**src/rtl/pe_array_ctrl.sv**
```systemverilog
// PE array sequencer: programs the PE mode, broadcasts filter packets, then streams ifmap rounds.
// Build option CTRL_PERF_CNT_EN adds the stall_cycles performance counter.
module pe_array_ctrl #(
    parameter int unsigned NUM_PE = 12,
    parameter int unsigned DATA_W = 32,
    parameter int unsigned IDX_W  = 6,
    parameter int unsigned CNT_W  = 10
) (
    input  logic              clk,
    input  logic              rst,
    input  logic              start,
    input  logic              abort,
    input  logic [1:0]        cfg_mode,
    input  logic [CNT_W-1:0]  cfg_flt_pkts,
    input  logic [CNT_W-1:0]  cfg_if_pkts,
    input  logic [CNT_W-1:0]  cfg_rounds,
    input  logic              flt_valid,
    output logic              flt_ready,
    input  logic [IDX_W-1:0]  flt_idx,
    input  logic [DATA_W-1:0] flt_data,
    input  logic              if_valid,
    output logic              if_ready,
    input  logic [IDX_W-1:0]  if_idx,
    input  logic [DATA_W-1:0] if_data,
    input  logic [NUM_PE-1:0] pe_full,
    input  logic [NUM_PE-1:0] pe_conv_done,
    input  logic [NUM_PE-1:0] pe_error,
    output logic [1:0]        mode,
    output logic              change_mode,
    output logic [1:0]        op_stage,
    output logic              pe_pkt_valid,
    output logic [IDX_W-1:0]  pe_pkt_idx,
    output logic [DATA_W-1:0] pe_pkt_data,
    output logic              conv_continue,
    output logic              busy,
    output logic              done,
    output logic              err,
    output logic [15:0]       stall_cycles
);

    typedef enum logic [2:0] {
        S_IDLE, S_CFG, S_LOAD_FLT, S_CONV, S_WAIT_DONE, S_FINISH, S_ERROR
    } state_e;

    state_e             state_q;
    logic [CNT_W-1:0]   cfg_flt_q, cfg_if_q, cfg_rounds_q;
    logic [CNT_W-1:0]   flt_cnt_q, if_cnt_q, round_cnt_q;
    logic [CNT_W-1:0]   flt_cnt_d, if_cnt_d, round_cnt_d;
    logic [1:0]         mode_q, op_stage_q;
    logic               change_mode_q, conv_continue_q, busy_q, done_q, err_q;
    logic               pkt_valid_q;
    logic [IDX_W-1:0]   pkt_idx_q;
    logic [DATA_W-1:0]  pkt_data_q;
    logic               any_full, any_err, all_done, flt_hs, if_hs;

    assign any_full  = |pe_full;
    assign any_err   = |pe_error;
    assign all_done  = &pe_conv_done;
    assign flt_cnt_d   = flt_cnt_q + CNT_W'(1);
    assign if_cnt_d    = if_cnt_q + CNT_W'(1);
    assign round_cnt_d = round_cnt_q + CNT_W'(1);

    // Ready is dropped in a cycle that aborts or errors so no beat is accepted and then discarded.
    assign flt_ready = (state_q == S_LOAD_FLT) && (flt_cnt_q < cfg_flt_q) && !abort && !any_err;
    assign if_ready  = (state_q == S_CONV) && !conv_continue_q && !any_full &&
                       (if_cnt_q < cfg_if_q) && !abort && !any_err;
    assign flt_hs    = flt_valid && flt_ready;
    assign if_hs     = if_valid && if_ready;

    always_ff @(posedge clk or posedge rst) begin
        if (rst) begin
            state_q         <= S_IDLE;
            cfg_flt_q       <= '0;
            cfg_if_q        <= '0;
            cfg_rounds_q    <= '0;
            flt_cnt_q       <= '0;
            if_cnt_q        <= '0;
            round_cnt_q     <= '0;
            mode_q          <= '0;
            op_stage_q      <= '0;
            change_mode_q   <= 1'b0;
            conv_continue_q <= 1'b0;
            busy_q          <= 1'b0;
            done_q          <= 1'b0;
            err_q           <= 1'b0;
            pkt_valid_q     <= 1'b0;
            pkt_idx_q       <= '0;
            pkt_data_q      <= '0;
        end else begin
            change_mode_q   <= 1'b0;
            conv_continue_q <= 1'b0;
            done_q          <= 1'b0;
            pkt_valid_q     <= 1'b0;
            if (abort) begin
                state_q     <= S_IDLE;
                flt_cnt_q   <= '0;
                if_cnt_q    <= '0;
                round_cnt_q <= '0;
                op_stage_q  <= '0;
                busy_q      <= 1'b0;
                err_q       <= 1'b0;
            end else if (any_err && state_q != S_IDLE) begin
                state_q    <= S_ERROR;
                op_stage_q <= '0;
                busy_q     <= 1'b0;
                err_q      <= 1'b1;
            end else begin
                case (state_q)
                    S_IDLE: if (start) begin
                        state_q       <= S_CFG;
                        cfg_flt_q     <= cfg_flt_pkts;
                        cfg_if_q      <= cfg_if_pkts;
                        cfg_rounds_q  <= cfg_rounds;
                        flt_cnt_q     <= '0;
                        if_cnt_q      <= '0;
                        round_cnt_q   <= '0;
                        mode_q        <= cfg_mode;
                        change_mode_q <= 1'b1;
                        busy_q        <= 1'b1;
                    end
                    S_CFG: begin
                        state_q    <= S_LOAD_FLT;
                        op_stage_q <= 2'd1;
                    end
                    S_LOAD_FLT: if (flt_hs) begin
                        pkt_valid_q <= 1'b1;
                        pkt_idx_q   <= flt_idx;
                        pkt_data_q  <= flt_data;
                        flt_cnt_q   <= flt_cnt_d;
                        if (flt_cnt_d == cfg_flt_q) begin
                            state_q         <= S_CONV;
                            op_stage_q      <= 2'd2;
                            conv_continue_q <= 1'b1;
                        end
                    end
                    S_CONV: if (if_hs) begin
                        pkt_valid_q <= 1'b1;
                        pkt_idx_q   <= if_idx;
                        pkt_data_q  <= if_data;
                        if_cnt_q    <= if_cnt_d;
                        if (if_cnt_d == cfg_if_q) state_q <= S_WAIT_DONE;
                    end
                    S_WAIT_DONE: if (all_done) begin
                        if_cnt_q <= '0;
                        if (round_cnt_q < cfg_rounds_q) round_cnt_q <= round_cnt_d;
                        if (round_cnt_d < cfg_rounds_q) begin
                            state_q         <= S_CONV;
                            conv_continue_q <= 1'b1;
                        end else begin
                            state_q    <= S_FINISH;
                            op_stage_q <= '0;
                            busy_q     <= 1'b0;
                            done_q     <= 1'b1;
                        end
                    end
                    S_FINISH: state_q <= S_IDLE;
                    S_ERROR:  state_q <= S_ERROR;
                    default:  state_q <= S_IDLE;
                endcase
            end
        end
    end

`ifdef CTRL_PERF_CNT_EN
    logic [15:0] stall_q;

    // Counts cycles where the source has data but a full PE scratchpad holds it back.
    always_ff @(posedge clk or posedge rst) begin
        if (rst) begin
            stall_q <= '0;
        end else if (abort || (state_q == S_IDLE && start)) begin
            stall_q <= '0;
        end else if (state_q == S_CONV && !conv_continue_q && if_valid &&
                     (if_cnt_q < cfg_if_q) && any_full && stall_q != 16'hFFFF) begin
            stall_q <= stall_q + 16'd1;
        end
    end

    assign stall_cycles = stall_q;
`else
    assign stall_cycles = 16'h0000;
`endif

    assign mode          = mode_q;
    assign change_mode   = change_mode_q;
    assign op_stage      = op_stage_q;
    assign pe_pkt_valid  = pkt_valid_q;
    assign pe_pkt_idx    = pkt_idx_q;
    assign pe_pkt_data   = pkt_data_q;
    assign conv_continue = conv_continue_q;
    assign busy          = busy_q;
    assign done          = done_q;
    assign err           = err_q;

endmodule

```
**config.mk**
```make
export PLATFORM = sky130hd
export DESIGN_NAME = pe_array_ctrl
export DESIGN_NICKNAME = d
export VERILOG_FILES = /design/src/rtl/pe_array_ctrl.sv
export SDC_FILE = /design/constraint.sdc
export NUM_CORES = 1
export LEC_CHECK = 0
export CORE_MARGIN = 2
export CORE_UTILIZATION = 45
export CTS_BUF_LIST = sky130_fd_sc_hd__clkbuf_2 sky130_fd_sc_hd__clkbuf_4 sky130_fd_sc_hd__clkbuf_8
export CTS_CLUSTER_DIAMETER = 200
export CTS_CLUSTER_SIZE = 40
export DETAILED_ROUTE_END_ITERATION = 7
export PLACE_DENSITY = 0.78
export REMOVE_ABC_BUFFERS = 1
export SLEW_MARGIN = 20
export SYNTH_ARGS = -nofsm -noshare
export SYNTH_HDL_FRONTEND = slang
export SYNTH_SLANG_ARGS = --single-unit
```
**constraint.sdc**
```tcl
create_clock -name clk -period 9.8 [get_ports clk]
set_clock_uncertainty 0.15 [all_clocks]
set_input_delay 1.47 -clock clk [delete_from_list [all_inputs] [get_ports clk]]
set_output_delay 1.47 -clock clk [all_outputs]
set_load 0.05 [all_outputs]
```
==> impl_results.md <==
* Run status: complete, no violations
* Via count at 6204
* IO Port Bufs at roughly 200
* Most common cell in the netlist: dfrtp_1
* FF-to-FF path depth at 9
* Final period utilization at 68.17%
* TritonCTS clock tree: yes
* Clock slew at reported path FFs at 0.10 ns
* Tmin final at 6.681 ns
* CTS Buffer Depth at 2
* Crit path required time at 8.18 ns
* Max Slew Vio Count at 0
* Footprint of the multi-input gates at 3657 sq um
* Initial Utilization at 46.50%
* Avg Inst Size Synth at 8.820 sq um
* Total track usage at about 22%
* CP max stage cell: clkdlybuf4s50_1
* Routed wl met2 at between 8 and 9 mm
* Crit. End Element: output port
* Leak at 3.879 nW
* Most used cell, CP: clkdlybuf4s50_1
* Final Routed Wirelength at between 15 and 20 mm
* Htree depth at 3
* Hold-critical path depth at 2
* Mapped Area at 6809 sq um
* Yosys warns at 0
* Num ports at 216
* CTS sink cnt at 111
* Initial antenna violation count at 0
* Top-area cell type share of the netlist area at about two fifths
* Synthesized instance count at 772
* ANT nets after route at 0
* CTS resizes at 0
* Worst-Margin Slew at 0.9692 ns
* Wire length on met3 at 1.381 mm
* Clk_lat worst skew at 0.38 ns
* Final setup fails at 0
* Crit Reg-Reg Endpoint: pe_pkt_idx[1]
* CTS root buf: clkbuf_8
* Die area at ~16000 sq um
* Pre-antenna DRT Iters at 6
* Worst EP arrival at 5.06 ns
* Sequential share of power at between 40% and 50%
* Rows at 44
* Total grt overflow at 0
* Post-Place Cells at 1123
* Vias in the first global route at between 5000 and 6000
* F_max at 0.1497 GHz
* DRC at 0
* CP Max Fanout at 8
* Num CTS Buffers at 9
* FFs w/ async S/R, synth at 100.0%
* Switch share at 37.13%
* Top_reg_cell synth: dfrtp_1
* FF-to-FF setup slack at between 6 and 7 ns
* Clock network fraction of total power at 19.8%
* Cell taking the most area after synthesis: dfrtp_1
* Placer Congestion at ~0.88
* Setup_tns at 0 ns
* Area Growth Syn to Fin at 33.02%
* Non-filler cells in the finished layout at 1139
* Die height at 127.0 um
* Largest net degree at the start of global routing at 77
* NumNets Final at 1141
* Post-CTS Setup Inserts at 0
* Pint at slightly above 0.9 mW
* Critical Path Max Stage Delay at roughly 0.88 ns
* Tightest Hold Check Type: register to register
* PD cells at approximately 160 nW/um^2
* Met1 wire length at 7.923 mm
* Storage element area at 2778 sq um
* Combinational power share at 38.8%
* First-pass GRT wire length at 28.96 mm
* Post-synth top cells: 111 x dfrtp_1, 83 x nor2_1, 76 x o21ai_0
* Layout cells sized above 1 at 3.455%
* Number of flops mapped to enable cells by yosys at 0
* Top Layer Used: met4
* 1st-iter DRT viols at approximately 370
* ANT cells at 0
* Via-to-Cell Ratio at 5.447
* RR Startpoint: flt_cnt_q[2]
* Yosys reg bits at 111
* Number of max-cap violations at 0
* Crit start category: primary input
* Min-delay src: cfg_flt_q[0]
* Post-CTS Hold Buffers at 0
* Hold Vio Cnt, Final at 0
* Sink of the worst hold path: cfg_flt_q[0]
* Drt wl/cell at 15.93 um
* Filler cells at 1271
* Sw Pwr at 0.5363 mW
* Sequential-to-total area share from yosys stat at 40.79%
* VDD IR max at 81.57 uV
* Crit-path cells: clkdlybuf4s50_1, or4_4, or3_1, nor2_1, o21ai_0, nor4_1, clkdlybuf4s50_1
* Top cells by area, synth: dfrtp_1 41%, ha_1 7.5%, mux2i_1 5.6%, o21ai_0 5.6%, nor2_1 4.6%
* WS Path Type: primary input to output port
* Slew HR at 34.85%
* HPWL after DPL at 14.05 mm
* Die width at 127.0 um
* Yosys cell types at 64
* Core region area at 14640 sq um
* RSZ-0062 raised after global routing: false
[power groups by stage]
stage	Clock, mW	Combinational [mW]	Sequential, mW
2_1_floorplan	0	0.349	0.621
3_3_place_gp	0	0.548	0.605
3_5_place_dp	0	0.561	0.605
4_1_cts	0.292	0.564	0.598
5_1_grt	0.311	0.632	0.610
6_report	0.286	0.560	0.598
[cells in the final DEF (no fill, tap or decap), types with 16 or more instances in the layout]
| cell | n |
|---|---|
| nor2_1 | 83 |
| dfrtp_1 | 111 |
| o21ai_0 | 76 |
| xnor2_1 | 17 |
| mux2i_1 | 38 |
| inv_1 | 38 |
| clkdlybuf4s50_1 | 199 |
| conb_1 | 16 |
| ha_1 | 41 |
| nand3_1 | 23 |
| a21oi_1 | 59 |
| nand2_1 | 72 |
[critical path: cells and delay by family]
family,cells,cell delay [ns]
simple gates,4,2.01
compound gates,1,0.29
buf+inv,2,1.28
[sequential cells by signal, summed over array words and instances, names as in the netlist, 3 cells and up]
signal        count
cfg_flt_q        10
cfg_if_q         10
cfg_rounds_q     10
flt_cnt_q        10
if_cnt_q         10
pe_pkt_data      32
pe_pkt_idx        6
round_cnt_q      10
state_q           3
[cells by family (layout without fill, tap and decap cells)]
| logic type | after synthesis | after routing | synth area share (%) |
|---|---|---|---|
| buffers and inverters | 93 | 261 | 6.340 |
| and+or+nand+nor | 266 | 266 | 18.78 |
| other | 1 | 16 | 0.05507 |
| xor gates and xnor gates | 27 | 27 | 3.473 |
| adders and majority gates | 42 | 42 | 7.681 |
| DFF | 111 | 111 | 40.79 |
| muxes | 38 | 38 | 5.586 |
| AOI/OAI and AO/OA | 194 | 194 | 17.29 |
[routing by layer]
metal  global-route usage, %  up-vias
met4                   6.658        0
li1                        -     3063
met5                       0        -
met2                   37.38      226
met1                   29.31     2896
met3                   4.606       19
[area by class of cell]
type | instances | share of cell area (%)
clock inverter | 3 | 0.4697
sequential | 111 | 30.67
tap | 184 | 2.542
multi-input combinational | 583 | 40.38
timing repair buffer | 205 | 22.49
clock buffer | 13 | 1.768
inverter | 40 | 1.685
[metrics by stage]
step                hold WS [ns]  power, mW  util (%)  setup WS [ns]  cell area, sq um
finish                    0.3486      1.444     61.85          3.119              9057
global route              0.3725      1.553     61.85          2.997              9057
CTS                       0.3453      1.454     61.85          3.170              9057
detailed placement        0.3157      1.166     60.47          3.167              8855
global placement          0.3106      1.152     60.47          3.201              8855
floorplan                 0.3023     0.9699         -          3.689              6584
[how the worst max path moves through the flow]
stage	from	end	slack, ns	cells past startpoint
after detailed placement	pe_error[3]	if_ready	3.17	7
final	pe_error[3]	if_ready	3.12	7
after global routing	pe_error[4]	if_ready	3.00	7
after floorplan	pe_error[4]	if_ready	3.69	5
after global placement	pe_error[3]	if_ready	3.20	7
after CTS	pe_error[3]	if_ready	3.17	7
Note: power is estimated with default switching activity, not from simulation.
